===== src/rtl/lcd_bus_arbiter.sv =====
// Round-robin arbiter and 4-bit nibble write engine for an HD44780-style character LCD.
// Each granted byte is sent as two E-strobed nibbles, followed by the controller execution wait.
module lcd_bus_arbiter #(
    parameter int unsigned SETUP_CYC    = 4,
    parameter int unsigned E_CYC        = 16,
    parameter int unsigned HOLD_CYC     = 4,
    parameter int unsigned WAIT_CYC     = 2500,
    parameter int unsigned CLR_WAIT_CYC = 82000
) (
    input  logic       clk_i,
    input  logic       rst_i,
    input  logic       req0_i,
    input  logic       rs0_i,
    input  logic [7:0] data0_i,
    output logic       ack0_o,
    input  logic       req1_i,
    input  logic       rs1_i,
    input  logic [7:0] data1_i,
    output logic       ack1_o,
    output logic       lcd_rs_o,
    output logic       lcd_rw_o,
    output logic       lcd_e_o,
    output logic [3:0] lcd_db_o,
    output logic       busy_o
);

    function automatic int unsigned max2(input int unsigned a, input int unsigned b);
        return (a > b) ? a : b;
    endfunction

    localparam int unsigned MaxCyc = max2(max2(CLR_WAIT_CYC, WAIT_CYC),
                                          max2(E_CYC, max2(SETUP_CYC, HOLD_CYC)));
    // Counter is loaded with duration-1, so it only has to reach MaxCyc-1.
    localparam int unsigned CntW   = (MaxCyc > 1) ? $clog2(MaxCyc) : 1;

    localparam logic [CntW-1:0] SetupLd = CntW'(SETUP_CYC - 1);
    localparam logic [CntW-1:0] EnLd    = CntW'(E_CYC - 1);
    localparam logic [CntW-1:0] HoldLd  = CntW'(HOLD_CYC - 1);
    localparam logic [CntW-1:0] WaitLd  = CntW'(WAIT_CYC - 1);
    localparam logic [CntW-1:0] ClrLd   = CntW'(CLR_WAIT_CYC - 1);

    typedef enum logic [3:0] {
        StIdle, StSuH, StEnH, StHdH, StSuL, StEnL, StHdL, StWait, StDone
    } state_e;

    state_e          state_q, state_d;
    logic [CntW-1:0] cnt_q, cnt_d;
    logic            ptr_q, ptr_d;
    logic            gnt_q, gnt_d;
    logic            rs_q, rs_d;
    logic [7:0]      data_q, data_d;
    logic            win, cnt_zero, clr_cmd, hi_d, lo_d;

    always_comb begin
        win      = (req0_i && req1_i) ? ptr_q : req1_i;
        cnt_zero = (cnt_q == '0);
        // Clear display / return home need the long execution time.
        clr_cmd  = !rs_q && (data_q[7:2] == 6'd0);
        state_d  = state_q;
        cnt_d    = cnt_zero ? cnt_q : cnt_q - 1'b1;
        ptr_d    = ptr_q;
        gnt_d    = gnt_q;
        rs_d     = rs_q;
        data_d   = data_q;
        unique case (state_q)
            StIdle: begin
                if (req0_i || req1_i) begin
                    state_d = StSuH;
                    cnt_d   = SetupLd;
                    gnt_d   = win;
                    ptr_d   = !win;
                    rs_d    = win ? rs1_i : rs0_i;
                    data_d  = win ? data1_i : data0_i;
                end
            end
            StSuH: if (cnt_zero) begin state_d = StEnH; cnt_d = EnLd;    end
            StEnH: if (cnt_zero) begin state_d = StHdH; cnt_d = HoldLd;  end
            StHdH: if (cnt_zero) begin state_d = StSuL; cnt_d = SetupLd; end
            StSuL: if (cnt_zero) begin state_d = StEnL; cnt_d = EnLd;    end
            StEnL: if (cnt_zero) begin state_d = StHdL; cnt_d = HoldLd;  end
            StHdL: begin
                if (cnt_zero) begin
                    state_d = StWait;
                    cnt_d   = clr_cmd ? ClrLd : WaitLd;
                end
            end
            StWait: if (cnt_zero) state_d = StDone;
            StDone: state_d = StIdle;
            default: state_d = StIdle;
        endcase
        hi_d = (state_d == StSuH) || (state_d == StEnH) || (state_d == StHdH);
        lo_d = (state_d == StSuL) || (state_d == StEnL) || (state_d == StHdL);
    end

    // Outputs are decoded from the next state so the pins change on the same edge as the FSM.
    always_ff @(posedge clk_i or posedge rst_i) begin
        if (rst_i) begin
            state_q  <= StIdle;
            cnt_q    <= '0;
            ptr_q    <= 1'b0;
            gnt_q    <= 1'b0;
            rs_q     <= 1'b0;
            data_q   <= 8'd0;
            busy_o   <= 1'b0;
            lcd_e_o  <= 1'b0;
            lcd_rs_o <= 1'b0;
            lcd_db_o <= 4'd0;
            ack0_o   <= 1'b0;
            ack1_o   <= 1'b0;
        end else begin
            state_q  <= state_d;
            cnt_q    <= cnt_d;
            ptr_q    <= ptr_d;
            gnt_q    <= gnt_d;
            rs_q     <= rs_d;
            data_q   <= data_d;
            busy_o   <= (state_d != StIdle);
            lcd_e_o  <= (state_d == StEnH) || (state_d == StEnL);
            lcd_rs_o <= rs_d && (hi_d || lo_d);
            lcd_db_o <= hi_d ? data_d[7:4] : (lo_d ? data_d[3:0] : 4'd0);
            ack0_o   <= (state_d == StDone) && !gnt_d;
            ack1_o   <= (state_d == StDone) && gnt_d;
        end
    end

    assign lcd_rw_o = 1'b0;

endmodule


===== config.mk =====
export PLATFORM = sky130hd
export DESIGN_NAME = lcd_bus_arbiter
export DESIGN_NICKNAME = d
export VERILOG_FILES = /design/src/rtl/lcd_bus_arbiter.sv
export SDC_FILE = /design/constraint.sdc
export NUM_CORES = 1
export LEC_CHECK = 0
export CORE_MARGIN = 2
export CORE_UTILIZATION = 49
export CTS_CLUSTER_SIZE = 30
export DETAILED_ROUTE_END_ITERATION = 10
export GPL_ROUTABILITY_DRIVEN = 1
export PLACE_DENSITY_LB_ADDON = 0.2
export SLEW_MARGIN = 20
export SYNTH_ARGS = -nofsm -noshare
export SYNTH_HDL_FRONTEND = slang
export SYNTH_SLANG_ARGS = --single-unit

===== constraint.sdc =====
create_clock -name clk_i -period 1.9 [get_ports clk_i]
set_input_delay 0.285 -clock clk_i [delete_from_list [all_inputs] [get_ports clk_i]]
set_output_delay 0.285 -clock clk_i [all_outputs]
set_load 0.02 [all_outputs]

==> results summary <==
The run finished, with violations left. The checks that failed: negative setup slack. The number of fill cells came out at 344. In this run the core area contains 24 standard-cell rows. The number of levels the H-tree was split into is 2. The relative max-transition margin came out at 66.1%. Walking the worst path, the cells encountered are nor4_2 > buf_4 > and3_4 > buf_6 > nor2_4 > or3_4 > a32o_1. In this run the standard cell core region covers 4380 um2. The utilization of the core after routing came out at 71.1%. The final-report max-slew violation count came out at 0. The distinct cell type count after synthesis is 50. The proportion of netlist area held by the largest area contributor is 45.6%. In the synthesized netlist the dominant register cell turns out to be sky130_fd_sc_hd__dfrtp_1. The synthesized design spends more area on one cell type than any other, namely sky130_fd_sc_hd__dfrtp_1.

The area fraction in and, or, nand and nor cells after synthesis is 24.3%. During placement, the flow inserted port buffers numbering 30. The total placed cells including tap cells is 344.

The kind of end point of the critical path is a flop. The class of the worst hold path is input port to asynchronous set/reset pin. Compared with the post-synthesis result, the final layout area differs by 38.4%. The worst clock skew on the final layout is 0.00693 ns. The worst-case hold slack is 0.419 ns. The final worst slack came out at -0.0948 ns. The clock net sink count is 41. The floorplan die width came out at 71.8 um. The via density per instance came out at 5.71.

The sequential-to-total area share from yosys stat came out at 45.6%. The largest net degree at the start of global routing is 42. The clock root buffer master is sky130_fd_sc_hd__clkbuf_8. In the final layout, the share of cells above drive strength 1 is 26.1%.

The total number of vias is 2050. The instance area at placement came out at 2820 um2. The global-route usage over all layers is 22.3%.

The total of flip-flops plus latches after synthesis came out at 41. The die is 71.8 um tall. The synthesized netlist devotes 4.67% of its cell area to XOR and XNOR gates. STA classifies the critical path startpoint as a flop.

The number of antenna diodes is 0. The highest-delay cell along the critical path is sky130_fd_sc_hd__dfrtp_1. The residual DRC count came out at 0. After synthesis, the share of cell area in mux cells is 4.89%. TritonCTS built the clock tree. The worst ir drop on vdd is 0.764 mV. Data on the critical path arrives at its endpoint at 2.18 ns.

At the later pin of the worst-skew pair, clock insertion delay measures 0.29 ns. The power consumption came out at 4.58 mW. The synthesized design contains 0 enable-type register cells.

For this run, asynchronously set or reset flops after synthesis account for 100%. The number of DRC violations after detailed-routing iteration 0 is 88. The final cell area excluding filler cells is 3120 um2.

The final period demand of the worst path came out at 1.99 ns. Summed over all layers, the routed wires come to 5420 um. The first TritonRoute pass finished after 6 iterations. The share of the synthesized area in compound gates (AO/OA/AOI/OAI) came out at 14.8%. After synthesis, the largest family of logic cells by area is simple AND/OR/NAND/NOR gates. The synthesized netlist net count came out at 267. The total negative setup slack is -0.505 ns. The via count of the first global-routing pass is 1963. The area of the die came out at 5150 um2. Setup violations remaining at the end of the flow were counted as 6.

In this run the cell area of the synthesized design comes to 2250 um2. The commonest cells after synthesis are 41 x sky130_fd_sc_hd__dfrtp_1, 28 x sky130_fd_sc_hd__nor2_1, 19 x sky130_fd_sc_hd__nand2_1, 14 x sky130_fd_sc_hd__nor3_1, 13 x sky130_fd_sc_hd__o21ai_0. The final layout net count came out at 333.

The critical setup path kind is flop to flop. The worst path required time is 2.09 ns. Yosys printed 0 warnings. The highest attainable clock frequency came out at 501 MHz.

32 I/O pins were placed. The buffer and inverter count on the worst path is 2. The number of non-filler instances in the completed layout came out at 359. The ratio of final minimum period to clock period came out at 105%.

Across the run, the number of max-cap violations was 0. The leakage dissipation is 1.36 nW. The wire length of the first global-routing pass came out at 8900 um. The initial core utilization came out at 51.4%. The clock transition at the registers of the reported paths is 0.07 ns.

The number of antenna-violating nets in the routed design is 0. The worst stage delay on the critical path came out at 0.40 ns. The post-place setup slack came out at -0.177 ns. The wire-length estimate of the detail-placed layout is 3740 um. After detailed routing, the average wire length per cell comes to 15.1 um. The routability congestion estimate from global placement came out at 0.903. The areal power density over the cells is 1470 nW/um2. The mean post-synth cell area is 9.31 um2. Setup repair after global routing could not meet its margin everywhere.

The total clock buffers created by CTS came out at 5. The initial antenna violation count came out at 0. Counting every instance in the synthesized netlist gives 242.

Counting along the longest clock path gives a buffer depth of 2. Yosys attributes the largest share of cell area to sky130_fd_sc_hd__dfrtp_1 46%, sky130_fd_sc_hd__mux2i_1 4.9%, sky130_fd_sc_hd__nor2_1 4.7%. The aggregate global routing overflow is 0. The largest driver fanout on the critical path came out at 6. The fraction of the mapped netlist area in adder cells came out at 1.67%.

The setup slack of the most critical reg-to-reg path is -0.09 ns. The final hold violation count came out at 0. The most frequently used cell type in the post-synthesis netlist is sky130_fd_sc_hd__dfrtp_1. The kind of cell with the highest combined delay along the critical path is simple AND/OR/NAND/NOR gates. The pin slew with the least headroom to its limit is 0.509 ns.
-- tightest hold or removal path, cell delays in order --
cell	delay [ns]
sky130_fd_sc_hd__clkdlybuf4s50_1	0.39
sky130_fd_sc_hd__inv_1	0.05
sky130_fd_sc_hd__buf_4	0.43
-- layout make-up --
type,count,area (um2),share of cell area [%]
Clock buffer,5,68.8,2.21
Clock inverter,1,5.00,0.161
Inverter,5,23.8,0.762
Multi-Input combinational cell,182,1280,41.0
Sequential cell,41,1030,32.9
Tap cell,52,65.1,2.09
Timing Repair Buffer,73,652,20.9
-- cells in the final DEF, fill, tap and decap left out, drive strengths merged, types with 2 or more instances in the layout --
cell,synthesis,routed
nand3,8,8
a21oi,13,13
a32o,5,5
a211oi,3,3
nor2b,2,2
nand2,19,19
a31oi,3,3
clkbuf,6,5
nand2b,4,4
dfrtp,41,41
or3,6,6
nor2,28,28
ha,3,3
xor2,2,2
and2,5,5
nor3,14,14
xnor2,10,10
buf,8,43
and3,2,2
nor4,5,5
inv,5,5
o21ai,18,18
o211ai,3,3
mux2i,11,11
or4,4,4
clkdlybuf4s50,0,30
-- cells by family after synthesis --
family                     after synthesis
buffers and inverters                   19
AOI/OAI and AO/OA                       52
muxes                                   11
DFF                                     41
other                                    1
xor gates and xnor gates                12
adders and majority gates                3
and+or+nand+nor                        103
-- timing repair --
action | CTS | global route
pin swaps | 10 | 9
gates resized for setup | 10 | 19
buffers inserted | 4 | 5
hold buffers | 0 | 0
endpoints found under the setup margin | 21 | 25
-- registers in the layout, indices dropped and copies added (netlist names) --
name      count
lcd_e_o       1
ack1_o        1
lcd_rs_o      1
gnt_q         1
busy_o        1
rs_q          1
state_q       4
lcd_db_o      4
ptr_q         1
cnt_q        17
ack0_o        1
data_q        8
-- power by group --
part,total [mW],internal (mW),switching [mW],leakage (nW)
Combinational,2.61,1.32,1.29,0.806
Clock,0.513,0.241,0.272,0.0399
Sequential,1.46,1.22,0.242,0.519
-- per-layer routing --
| metal | routed length, um | GRT usage (%) | vias up |
|---|---|---|---|
| li1 | - | - | 999 |
| met1 | 2350 | 28.5 | 992 |
| met2 | 2760 | 36.6 | 50 |
| met3 | 223 | 5.63 | 9 |
| met4 | 84 | 8.18 | 0 |
| met5 | 0 | 0 | - |
-- path summary, 6_finish.rpt --
| kind | startpoint | end | cells after the start |
|---|---|---|---|
| max | cnt_q[14] | lcd_db_o[1] | 7 |
| min | rst_i | lcd_db_o[3] | 3 |
| max reg2reg | cnt_q[14] | lcd_db_o[1] | 7 |
| min reg2reg | ptr_q | ptr_q | 1 |
| max in group asynchronous | rst_i | rs_q | 3 |
| min in group clk_i | ptr_q | ptr_q | 1 |
Note: power is estimated with default switching activity, not from simulation.
